[config.mk]
export PLATFORM = sky130hd
export DESIGN_NAME = rx_os_counter_bank
export DESIGN_NICKNAME = d
export VERILOG_FILES = /design/src/rtl/rx_os_counter_bank.sv
export SDC_FILE = /design/constraint.sdc
export NUM_CORES = 1
export LEC_CHECK = 0
export ABC_CLOCK_PERIOD_IN_PS = 4600
export CAP_MARGIN = 20
export CORE_MARGIN = 2
export CORE_UTILIZATION = 50
export DETAILED_ROUTE_END_ITERATION = 8
export PLACE_DENSITY = 0.72
export SLEW_MARGIN = 20
export SYNTH_ARGS = -nofsm -noshare
export SYNTH_HDL_FRONTEND = slang
export SYNTH_SLANG_ARGS = --single-unit
[constraint.sdc]
create_clock -name clk -period 4.6 [get_ports clk]
set_input_delay 1.15 -clock clk [delete_from_list [all_inputs] [get_ports clk]]
set_output_delay 1.15 -clock clk [all_outputs]
set_load 0.005 [all_outputs]
[src/rtl/rx_os_counter_bank.sv]
// ---------------------------------------------------------------------------
// rx_os_counter_bank
//
// Per-lane consecutive ordered-set counter bank on the receive path, feeding
// the master RX LTSSM. Each lane counts back-to-back ordered sets that are
// acceptable for the current LTSSM substate. It reports one registered flag
// per lane showing whether that lane's count has reached the shared target.
//
// Ports
//   clk                    clock
//   reset                  asynchronous, active-low reset
//   i_substate[3:0]        current LTSSM substate
//   i_resetOsCheckers[15:0] per-lane run enable (0 = hold count and flag at 0)
//   i_comparatorsCount[4:0] target consecutive count, shared by all lanes
//   i_osValid[MAXLANES]    one-cycle strobe per lane, one decoded ordered set
//   i_osType[2*MAXLANES]   lane i at [2i+1:2i]: 00 TS1, 01 TS2, 10 IDLE, 11 other
//   i_osInfo[16*MAXLANES]  lane i at [16i+15:16i]: {link number, lane number}
//   o_countersComparators[15:0] per-lane "count >= target", registered;
//                          bits at MAXLANES and above are tied to 0
// ---------------------------------------------------------------------------
module rx_os_counter_bank #(
   parameter int MAXLANES = 16
) (
   input  logic                    clk,
   input  logic                    reset,
   input  logic [3:0]              i_substate,
   input  logic [15:0]             i_resetOsCheckers,
   input  logic [4:0]              i_comparatorsCount,
   input  logic [MAXLANES-1:0]     i_osValid,
   input  logic [2*MAXLANES-1:0]   i_osType,
   input  logic [16*MAXLANES-1:0]  i_osInfo,
   output logic [15:0]             o_countersComparators
);

   // LTSSM substate encodings
   localparam logic [3:0] SUB_DETECT_QUIET      = 4'd0;
   localparam logic [3:0] SUB_DETECT_ACTIVE     = 4'd1;
   localparam logic [3:0] SUB_POLLING_ACTIVE    = 4'd2;
   localparam logic [3:0] SUB_POLLING_CONFIG    = 4'd3;
   localparam logic [3:0] SUB_CFG_LW_START      = 4'd4;
   localparam logic [3:0] SUB_CFG_LW_ACCEPT     = 4'd5;
   localparam logic [3:0] SUB_CFG_LANENUM_WAIT  = 4'd6;
   localparam logic [3:0] SUB_CFG_LANENUM_ACC   = 4'd7;
   localparam logic [3:0] SUB_CFG_COMPLETE      = 4'd8;
   localparam logic [3:0] SUB_CFG_IDLE          = 4'd9;
   localparam logic [3:0] SUB_L0                = 4'd10;

   // Ordered-set type encodings
   localparam logic [1:0] OS_TS1   = 2'b00;
   localparam logic [1:0] OS_TS2   = 2'b01;
   localparam logic [1:0] OS_IDLE  = 2'b10;

   localparam logic [4:0] CNT_MAX  = 5'd31;
   localparam logic [3:0] PREV_SUB_RESET = 4'hF;

   logic [3:0] r_prevSub;
   logic       w_subChange;
   logic       w_acceptTs1;
   logic       w_acceptTs2;
   logic       w_acceptIdle;
   logic       w_idCheck;

   // Registered copy of the substate. Comparing the live substate against it
   // lets every lane clear on the first edge of a new substate. The reset
   // value is an unused encoding, so the first edge after reset always counts
   // as a change.
   always_ff @(posedge clk or negedge reset) begin
      if (!reset) begin
         r_prevSub <= PREV_SUB_RESET;
      end else begin
         r_prevSub <= i_substate;
      end
   end

   assign w_subChange = (i_substate != r_prevSub);

   // Substate decode: which ordered-set types may extend a run, and whether
   // link/lane identity must stay constant across the run. Detect, L0 and the
   // unused encodings accept nothing, so every strobe there resets the count.
   always_comb begin
      w_acceptTs1  = 1'b0;
      w_acceptTs2  = 1'b0;
      w_acceptIdle = 1'b0;
      w_idCheck    = 1'b0;
      case (i_substate)
         SUB_POLLING_ACTIVE: begin
            w_acceptTs1 = 1'b1;
            w_acceptTs2 = 1'b1;
         end
         SUB_POLLING_CONFIG: begin
            w_acceptTs2 = 1'b1;
         end
         SUB_CFG_LW_START, SUB_CFG_LW_ACCEPT,
         SUB_CFG_LANENUM_WAIT, SUB_CFG_LANENUM_ACC: begin
            w_acceptTs1 = 1'b1;
            w_idCheck   = 1'b1;
         end
         SUB_CFG_COMPLETE: begin
            w_acceptTs2 = 1'b1;
            w_idCheck   = 1'b1;
         end
         SUB_CFG_IDLE: begin
            w_acceptIdle = 1'b1;
         end
         SUB_DETECT_QUIET, SUB_DETECT_ACTIVE, SUB_L0: begin
            w_acceptTs1 = 1'b0;
         end
         default: begin
            w_acceptTs1 = 1'b0;
         end
      endcase
   end

   for (genvar g = 0; g < 16; g++) begin : gLane
      if (g < MAXLANES) begin : gLive
         logic [1:0]  w_type;
         logic [15:0] w_info;
         logic        w_typeOk;
         logic        w_enable;
         logic [4:0]  w_cntNext;
         logic [15:0] w_lastInfoNext;
         logic        w_flagNext;
         logic [4:0]  r_cnt;
         logic [15:0] r_lastInfo;
         logic        r_flag;

         assign w_type   = i_osType[2*g +: 2];
         assign w_info   = i_osInfo[16*g +: 16];
         assign w_enable = i_resetOsCheckers[g];

         // Type acceptance for this lane's ordered set in the current substate.
         always_comb begin
            w_typeOk = 1'b0;
            case (w_type)
               OS_TS1:  w_typeOk = w_acceptTs1;
               OS_TS2:  w_typeOk = w_acceptTs2;
               OS_IDLE: w_typeOk = w_acceptIdle;
               default: w_typeOk = 1'b0;
            endcase
         end

         // Next-state for the run counter and the remembered identity.
         // A set whose identity differs from the previous one in the run does
         // not break the run to zero. It starts a new run of length one,
         // because it is itself a valid first set of the new identity.
         always_comb begin
            w_cntNext      = r_cnt;
            w_lastInfoNext = r_lastInfo;
            if (!w_enable || w_subChange) begin
               w_cntNext      = 5'd0;
               w_lastInfoNext = 16'h0000;
            end else if (!i_osValid[g]) begin
               w_cntNext      = r_cnt;
            end else if (!w_typeOk) begin
               w_cntNext      = 5'd0;
            end else if (w_idCheck && (r_cnt != 5'd0) && (w_info != r_lastInfo)) begin
               w_cntNext      = 5'd1;
               w_lastInfoNext = w_info;
            end else begin
               w_cntNext      = (r_cnt == CNT_MAX) ? CNT_MAX : r_cnt + 5'd1;
               w_lastInfoNext = w_info;
            end
         end

         // The flag is evaluated on the next count, so it moves on the same
         // edge as the count. A target of 0 on an enabled lane is always met.
         assign w_flagNext = w_enable && (w_cntNext >= i_comparatorsCount);

         // Per-lane state registers.
         always_ff @(posedge clk or negedge reset) begin
            if (!reset) begin
               r_cnt      <= 5'd0;
               r_lastInfo <= 16'h0000;
               r_flag     <= 1'b0;
            end else begin
               r_cnt      <= w_cntNext;
               r_lastInfo <= w_lastInfoNext;
               r_flag     <= w_flagNext;
            end
         end

         assign o_countersComparators[g] = r_flag;
      end else begin : gTied
         assign o_countersComparators[g] = 1'b0;
      end
   end

endmodule

==> flow_summary.toml <==
[critical_path]
timing.critical_path.depth = 14
cp_common_cell = "a21o_1"
critical_path_arrival_ns = 4.59
worst-setup-path-type = "in2reg"
crit_family = "buffers and inverters"
reg2reg_depth = 13
crit_path_max_fanout = 16
worstPathCellList = "clkdlybuf4s50_1, buf_4, inv_1, mux2i_4, or3_1, nand3_1, a22oi_1, ha_1, nand2b_1, a21o_1, a21o_1, a21o_1, a21oi_1, nor2b_1"
crit_required_ns = 5.06
critPathMaxStageDelay_ns = 0.65
timing.critical_path.slowest_stage_cell = "mux2i_4"
critPathBufInv = 3
startpoint_type = "input port"
critical_path.endpoint_type = "flop"

[placed_design]
placed_cells_incl_taps = 3019
gp_routability_congestion = 0.872
place.port_buffers = 346
pre_cts_ws_ns = -0.123
detailed_place_hpwl_um = 40800
placed_cell_area_um2 = 25200

[final_layout]
final_layout_size_suffix_gt1_share_pct = 6.50
finish.utilization_pct = 63.7
areaGrowthSynthToFinish_pct = 26.5
layout.nets = 2966
finalInstanceArea_um2 = 26600
fillCellCount = 3447
final_non_filler_cells = 3106

[clock_tree]
cts_tree = "built"
tritoncts.num_buffers = 41
post-cts-setup-buffers = 0
worst_setup_hold_path_clk_slew_ns = 0.06
clock_sinks = 356
ctsHoldBuffers = 0
htree_num_levels = 2
cts_resized = 0
clk_root_buffer_cell = "clkbuf_16"
insertion_delay_ns = 0.59
clk_path_buf_depth = 3

[floorplan]
dieHeight_um = 209
die_w_um = 209
num_io_pins = 347
coreArea_um2 = 41700
row_count = 75
die_area_um2 = 43600
floorplan.initialDensity_pct = 50.4

[synth]
ys.warnings.count = 0
netlist-cell-type-count = 59
netlist_area_um2 = 21000
number_of_enable_flip_flop_cells_after_synthesis = 0
syn_area_per_cell_um2 = 9.64
synth_flop_cell = "dfrtp_1"
asyncSetResetFlopFracSynth_pct = 100
synth_seq_cells = 356
syn_nets = 2620
post_synth_inst_count = 2177
synth_seq_area_share_pct = 42.5

[route]
detailed_route_vias_per_instance = 5.71
wl_per_cell_um = 18.2
first_pass_detailed_route_iteration_total = 5
drt_drc_violations_left = 0
dr.first_iter.drc_count = 1276
detail-route-antenna-nets = 0
post_detailed_routing_wire_length_um = 56700
routed-via-count = 17700

[outcome]
run_status = "finished, final reports clean"

[power_and_ir_drop]
cellPowerDensity_nw_per_um2 = 275
vdd_drop_max_uv = 211
power.total_mw = 7.31
power.static_leakage_nw = 11.3

[timing]
timing.slew.headroom_pct = 29.8
clock_period_minus_final_worst_setup_slack_ns = 4.13
setup_repair_after_global_routing_missed_its_margin = "false"
final_max_slew_viol_count = 0
setup_tns_final_ns = 0
achievable-frequency_mhz = 242
worst_slew_pin_slew_ns = 1.05
hold_violations = 0
worst_slack_ns = 0.468
worst_clock_skew_ns = 0.0243
final_setup_vio_count = 0
share_of_the_clock_period_used_by_the_worst_path_pct = 89.8
minimum_hold_slack_ns = 0.517

[job]
max-cap-violations = 0

[grt]
grt_pass1_vias = 17900
grt_pass1_wl_um = 91700
grt_max_degree = 88
globalRouteOverflowTotal = 0
grtUsageTotal_pct = 25.9
antenna_found_initial = 19

[hold_path]
hold_path_depth = 1
hold_path_class = "reg2reg"
[cell type report]
cell class | count | area [um2] | area share [%]
Antenna cell | 15 | 37.5 | 0.141
Sequential cell | 356 | 8910 | 33.6
Timing Repair Buffer | 422 | 4080 | 15.4
Tap cell | 539 | 674 | 2.54
Multi-Input combinational cell | 1642 | 11300 | 42.5
Clock inverter | 13 | 141 | 0.532
Clock buffer | 59 | 1190 | 4.49
Inverter | 60 | 225 | 0.848
[cell families (layout without fill, tap and decap cells)]
logic type | count (synthesis) | after routing | share of synthesized area, %
DFF | 356 | 356 | 42.5
muxes | 65 | 65 | 3.10
xor gates and xnor gates | 263 | 263 | 11.0
other | 0 | 15 | 0
and+or+nand+nor | 745 | 745 | 18.0
adders and majority gates | 112 | 112 | 6.68
AOI/OAI and AO/OA | 457 | 457 | 14.9
buffers and inverters | 179 | 554 | 3.91
[metal layers]
metal	up-vias	global-route usage (%)	share of wire, %
met5	-	0	0.069
met4	6	11.1	3.6
met3	117	6.07	6.7
met2	504	42.5	47
met1	8636	32.9	42
li1	8472	-	-
[flip-flops by register name, indices dropped and copies added, names as in the netlist]
signal	cells
gLane.gLive.r_lastInfo	256
gLane.gLive.r_flag	16
r_prevSub	4
gLane.gLive.r_cnt	80
[cells in the final DEF, fill, tap and decap left out, types with 6 or more instances in the layout]
| master | n |
|---|---|
| nor2b_1 | 21 |
| or3_1 | 14 |
| and4_1 | 8 |
| dfrtp_1 | 352 |
| clkbuf_16 | 41 |
| inv_1 | 60 |
| o21ai_0 | 26 |
| diode_2 | 15 |
| nand2b_1 | 47 |
| a211oi_1 | 9 |
| a31oi_1 | 32 |
| nor4_1 | 20 |
| a21oi_1 | 167 |
| nor4b_1 | 33 |
| nor2_1 | 124 |
| a41oi_1 | 17 |
| clkbuf_1 | 8 |
| a22oi_1 | 20 |
| xnor2_1 | 242 |
| clkinv_2 | 8 |
| nand2_1 | 205 |
| o22ai_1 | 6 |
| clkbuf_8 | 10 |
| nor3_1 | 20 |
| mux2i_1 | 64 |
| clkdlybuf4s50_1 | 344 |
| a22o_1 | 68 |
| nand3_1 | 149 |
| a21o_1 | 58 |
| xor2_1 | 21 |
| buf_4 | 72 |
| nand4_1 | 85 |
| ha_1 | 112 |
[power by group]
group	total (mW)	switching [mW]	leakage (nW)	internal, mW
registers	3.15	0.00515	4.96	3.14
clock network	3.26	1.34	0.665	1.92
logic	0.907	0.446	5.66	0.461
[final timing paths]
kind	slack [ns]	from	endpoint
hold reg to reg	0.52	gLane[2].gLive.r_lastInfo[4]$_DFFE_PN0P_	gLane[2].gLive.r_lastInfo[4]$_DFFE_PN0P_
max in group asynchronous	3.02	reset	gLane[14].gLive.r_lastInfo[4]$_DFFE_PN0P_
hold / removal	0.52	gLane[2].gLive.r_lastInfo[4]$_DFFE_PN0P_	gLane[2].gLive.r_lastInfo[4]$_DFFE_PN0P_
setup reg to reg	1.50	r_prevSub[1]$_DFF_PN1_	gLane[2].gLive.r_flag$_DFF_PN0_
setup / recovery	0.47	i_substate[3]	gLane[6].gLive.r_flag$_DFF_PN0_
min in group asynchronous	0.59	reset	gLane[1].gLive.r_lastInfo[13]$_DFFE_PN0P_
[synth_stat cells, drive strengths merged (33+ instances only)]
master	count	share of area, %
mux2i	65	3.1
xnor2	242	10
nand4	85	2.5
nor2	124	2.2
ha	112	6.7
a22o	68	2.8
buf	58	1.7
inv	60	1.1
dfrtp	352	42
nor4b	33	1.4
a21oi	168	4.0
nand2b	47	1.4
clkbuf	61	1.1
a21o	58	2.1
nand2	206	3.7
nand3	149	3.6
No activity file was read; power rests on OpenSTA's default activity.
